### config.mk
export PLATFORM = sky130hd
export DESIGN_NAME = btree_uplink_arbiter
export DESIGN_NICKNAME = d
export VERILOG_FILES = /design/src/rtl/btree_pkg.sv /design/src/rtl/btree_rr_arb2.sv /design/src/rtl/btree_uplink_arbiter.sv
export SDC_FILE = /design/constraint.sdc
export NUM_CORES = 1
export LEC_CHECK = 0
export CORE_ASPECT_RATIO = 0.7
export CORE_MARGIN = 3
export CORE_UTILIZATION = 37
export CTS_BUF_LIST = sky130_fd_sc_hd__clkbuf_16
export CTS_CLUSTER_SIZE = 40
export DETAILED_ROUTE_END_ITERATION = 12
export PLACE_DENSITY = 0.84
export SETUP_SLACK_MARGIN = 0.2
export SLEW_MARGIN = 30
export SYNTH_ARGS = -nofsm -noshare
export SYNTH_HDL_FRONTEND = slang
export SYNTH_SLANG_ARGS = --single-unit
### constraint.sdc
create_clock -name clk100 -period 1.7 [get_ports clk100]
set_clock_uncertainty 0.15 [all_clocks]
set_input_delay 0.34 -clock clk100 [delete_from_list [all_inputs] [get_ports clk100]]
set_output_delay 0.34 -clock clk100 [all_outputs]
set_load 0.005 [all_outputs]
### src/rtl/btree_pkg.sv
// Shared BTree switch definitions: tree geometry, packet widths, address helper.
package btree_pkg;
   localparam int NUMPE      = 4;
   localparam int DataWidth  = 32;
   localparam int AddrWidth  = $clog2(NUMPE);
   localparam int TotalWidth = DataWidth + AddrWidth;
   localparam int NUM_PORTS  = 2;

   // Destination address lives in the packet MSBs.
   function automatic logic [AddrWidth-1:0] addr_of(input logic [TotalWidth-1:0] pkt);
      return pkt[TotalWidth-1 -: AddrWidth];
   endfunction
endpackage

### src/rtl/btree_rr_arb2.sv
// Two-requester round-robin arbiter; the last winner loses the next tie.
module btree_rr_arb2 (
   input  logic       clk100,
   input  logic       rst,
   input  logic [1:0] req,
   input  logic       advance,
   output logic [1:0] gnt
);
   logic prio;

   always_comb begin
      gnt = req;
      if (&req) gnt = prio ? 2'b10 : 2'b01;
   end

   // advance qualifies gnt as an actual transfer; loser of this grant gets priority.
   always_ff @(posedge clk100) begin
      if (rst)          prio <= 1'b0;
      else if (advance) prio <= gnt[0];
   end
endmodule

### src/rtl/btree_uplink_arbiter.sv
// 2:1 uplink merge for a BTree switch node: RR grant, one-entry output register, per-port counters.
module btree_uplink_arbiter
   import btree_pkg::*;
#(
   parameter int DataWidth  = btree_pkg::DataWidth,
   parameter int AddrWidth  = btree_pkg::AddrWidth,
   parameter int TotalWidth = DataWidth + AddrWidth,
   parameter int CntWidth   = 16
) (
   input  logic                  clk100,
   input  logic                  rst,
   input  logic [TotalWidth-1:0] i_data0,
   input  logic                  i_data_valid0,
   output logic                  o_data_ready0,
   input  logic [TotalWidth-1:0] i_data1,
   input  logic                  i_data_valid1,
   output logic                  o_data_ready1,
   output logic [TotalWidth-1:0] o_data,
   output logic                  o_data_valid,
   input  logic                  i_data_ready,
   output logic [CntWidth-1:0]   o_pkt_count0,
   output logic [CntWidth-1:0]   o_pkt_count1
);
   logic [NUM_PORTS-1:0]                 req, gnt, acc;
   logic [NUM_PORTS-1:0][TotalWidth-1:0] din;
   logic [NUM_PORTS-1:0][CntWidth-1:0]   cnt;
   logic                                 can_accept, advance;

   assign req        = {i_data_valid1, i_data_valid0};
   assign din        = {i_data1, i_data0};
   assign can_accept = !o_data_valid || i_data_ready;
   // rst gating keeps readies low during reset so no child believes it was taken.
   assign acc        = (can_accept && !rst) ? gnt : '0;
   assign advance    = |acc;

   assign o_data_ready0 = acc[0];
   assign o_data_ready1 = acc[1];
   assign o_pkt_count0  = cnt[0];
   assign o_pkt_count1  = cnt[1];

   btree_rr_arb2 u_arb (
      .clk100  (clk100),
      .rst     (rst),
      .req     (req),
      .advance (advance),
      .gnt     (gnt)
   );

   always_ff @(posedge clk100) begin
      if (rst) begin
         o_data       <= '0;
         o_data_valid <= 1'b0;
      end else if (advance) begin
         o_data       <= acc[1] ? din[1] : din[0];
         o_data_valid <= 1'b1;
      end else if (i_data_ready) begin
         o_data_valid <= 1'b0;
      end
   end

   for (genvar p = 0; p < NUM_PORTS; p++) begin : g_cnt
      always_ff @(posedge clk100) begin
         if (rst)         cnt[p] <= '0;
         else if (acc[p]) cnt[p] <= cnt[p] + 1'b1;
      end
   end
endmodule

==> impl_summary.md <==
Clock tree
The library cell used as clock root buffer is clkbuf_16. In this run, post-CTS hold repair placed 0 buffers. CTS built an H-tree with a depth of 3. The maximum buffer depth of the clock tree is 2.

The clock buffer count from CTS is 9. For this design, the sink count on the clock tree is 68. The CTS tree is yes.

The clock slew seen by the registers of the worst setup and hold paths is 60 ps. Clock latency on the worst-skew pair, taken at its later pin, is ~320 ps.

Global route
The layer with the highest usage is met2. The met3 global-route usage is 0.0817. The number of antenna violations at the first check in global routing is 0. Entering global routing, the biggest net connects 26 pins. For this run, global-route usage on met1 was measured as 0.297. The global routing usage summed across all routing layers is 0.264. The number of global-route vias before repair is between 4000 and 5000. For this run the aggregate overflow at the end of global routing stands at 0. In the global route stage, met2 resource usage came out at 0.478. The first global-routing pass estimated 19.6 mm of wire.

Routing
For this run, the detailed router's first-pass iteration total came to 4. The average vias per placed instance is 5.69. In the routed design, unresolved DRC markers number 0. Once detail routing completed, the nets flagged for antenna violations numbered 0. The total wire length is 14.2 mm. The wire length per cell is between 20 and 25 um. The count of vias placed by the detailed router is roughly 4000. The initial DRC count is ~170.

Place
The wire-length estimate of the detail-placed layout is 7.83 mm. The number of buffers added on ports is roughly 140. The routability congestion estimate is 0.877.

The post-place instance area is 0.00492 mm2. The count of placed standard cells including taps is 638.

Critical path
The type of destination of the critical path is a register. The required arrival time at the worst endpoint is 1800 ps. By startpoint and endpoint, the worst setup path is classified as reg2reg. The buffer and inverter count on the worst path is 1. The maximum fanout encountered on the critical timing path is 7. The maximum cell stage delay along the critical path is between 400 and 500 ps. The arrival time at the worst endpoint is around 2100 ps. Walking the worst path, the cells encountered are a21bo_4, buf_6, or4_4, or4_1, a21oi_2. The library cell contributing the largest single delay on the critical path is or4_4. The worst setup path is launched from a register. Among cell families on the critical path, the largest total delay comes from simple AND/OR/NAND/NOR gates.

Yosys
The number of distinct standard cells referenced by the synthesized netlist is 37. Of the synthesized area, sequential elements account for 0.449. Summing every instance area after synthesis gives 0.00303 mm2. During synthesis, Yosys emitted a total of 0 warnings. In this run the mean area of a mapped cell was 8.23 um2. In the synthesized netlist the dominant register cell turns out to be dfxtp_1. The proportion of register bits with asynchronous set or reset after synthesis is 0. Yosys attributes the largest share of cell area to dfxtp_1 45%, nand2_1 11%, a311oi_1 9.8%. The cell type with the largest total area after synthesis is dfxtp_1.

Counting every net in the synthesized netlist gives approximately 440. Of the post-synthesis cell area, the dominant cell type holds 0.449. The number of instances in the synthesized netlist is roughly 370. In this run, synthesis produced a sequential element count of between 60 and 70.

Yosys mapped a number of flops with a built-in enable equal to 0.

Floorplan
The total die area is approximately 0.0093 mm2. The top-level I/O count is around 140. For this configuration, the core starts out at a cell density of 0.398. The floorplan has 26 rows. The die width is about 110 um.

The y dimension of the die is approximately 82 um. The core area is 0.00761 mm2.

Final layout
The number of fillers in the final layout is 387. In the final layout, the share of cells above drive strength 1 is 0.466. The final cell area excluding filler cells is 0.00663 mm2. The non-filler instance count after layout is 694.

Compared with the post-synthesis result, the final layout area differs by 119%. Once layout is complete, the utilization of the core stands at 0.871. After the last flow step, the layout net total stands at between 600 and 700. Leaving out fill and tap cells, the most frequent cells in the layout are 71 x clkdlybuf4s50_1, 54 x dlygate4sd2_1, 47 x nand2_1.

The most common cell after layout, fill and taps aside is clkdlybuf4s50_1. The number of antenna diodes in the final layout is 0.

STA
Measured against its own limit, the worst slew margin works out to 0.725. The clock period minus final worst setup slack is 1980 ps. The final hold violation count is 0. The top achievable clock speed is roughly 500 MHz. The worst path setup slack after routing is -282 ps.

The count of endpoints failing setup in the final report is 62. The number of max-slew violations in the final report is 0. Setup repair after global routing could not meet its margin everywhere. The slew at the pin with the worst max-slew slack is between 400 and 500 ps. Dividing the final minimum period by the clock period gives 1.17.

Min path
The path class of the tightest hold or removal check is reg2reg.

Run status
The flow ran to the end, but the final reports show violations. The final reports fail on setup timing.

Power
The static leakage is ~2.8 nW. Across the VDD grid, the largest voltage drop is ~0.66 mV. Dividing total power by cell area gives a power density of between 700 and 800 mW/mm2.

Flow run
The number of maximum-capacitance constraint violations is 0.
## state kept, by name (all words and copies together), names as in the netlist
signal,count
o_pkt_count0,16
o_pkt_count1,16
o_data,34
u_arb.prio,1
o_data_valid,1
## per-layer routing
metal | part of all wire | vias up | wire length, um
met5 | 0 | - | 0
met4 | 0.030 | 0 | 420
met3 | 0.082 | 39 | 1160
met2 | 0.50 | 182 | 7130
met1 | 0.39 | 1926 | 5450
li1 | - | 1801 | -
## final timing paths
check | slack (ps) | endpoint | cells after the start | from
hold / removal | 330 | o_data[31] | 2 | o_data[31]
setup reg to reg | -280 | o_pkt_count0[11] | 5 | u_arb.prio
hold reg to reg | 330 | o_data[31] | 2 | o_data[31]
setup / recovery | -280 | o_pkt_count0[11] | 5 | u_arb.prio
## synthesized netlist by cell type (3+ instances only)
cell type and instances:
a21oi_1 15, and4_1 4, dfxtp_1 68, a311oi_1 34, buf_2 6, o311ai_0 5, or3_1 5, and3_1 3
nand2_1 85, or4_1 8, nand3_1 11, inv_1 5, o41ai_1 6, xor2_1 4, clkbuf_1 14, xnor2_1 3
nor2_1 44, buf_1 5, nand4_1 8, o21ai_0 6, o31ai_1 9
## metrics by stage
step	power [mW]	setup slack (ps)	setup TNS [ps]	hold WS, ps
CTS	4.66	-333	-8930	328
floorplan	1.97	-131	-705	318
global route	4.99	-320	-13440	356
detailed placement	2.42	-783	-42800	321
finish	4.85	-282	-10210	332
global placement	2.40	-771	-40430	310
## layout make-up
cell class | count | area, um2 | area share
repair buffers | 239 | 2500 | 0.377
flip-flops and latches | 68 | 1410 | 0.213
clock buffers | 9 | 225 | 0.0339
inverters | 5 | 21.3 | 0.00321
clock inverters | 7 | 115 | 0.0174
well taps | 98 | 123 | 0.0185
multi-input cells | 268 | 2240 | 0.337
## worst register-to-register path, cell delays in order, from the launching register on
cell	delay [ps]
dfxtp_2	330
a21bo_4	220
buf_6	110
or4_4	480
or4_1	470
a21oi_2	160
## what timing repair did
action	CTS	global route
cloned	6	6
setup buffers	18	10
hold endpoints to repair	0	0
pin swaps	92	38
endpoints found under the setup margin	136	86
gates resized for setup	225	118
## kinds of logic after synthesis
logic type                 after synthesis  synth area share
and+or+nand+nor                        178             0.270
AOI/OAI and AO/OA                       78             0.196
xor gates and xnor gates                 7            0.0202
adders and majority gates                2           0.00826
buffers and inverters                   32            0.0458
DFF                                     68             0.449
muxes                                    3            0.0103
## power by group
group          internal, mW  switching (mW)  leakage (nW)
sequential             1.67          0.0504         0.571
clock                  1.43           0.720         0.163
combinational         0.569           0.419          2.07
total                  3.66            1.19          2.81
Note: power is estimated with default switching activity, not from simulation.
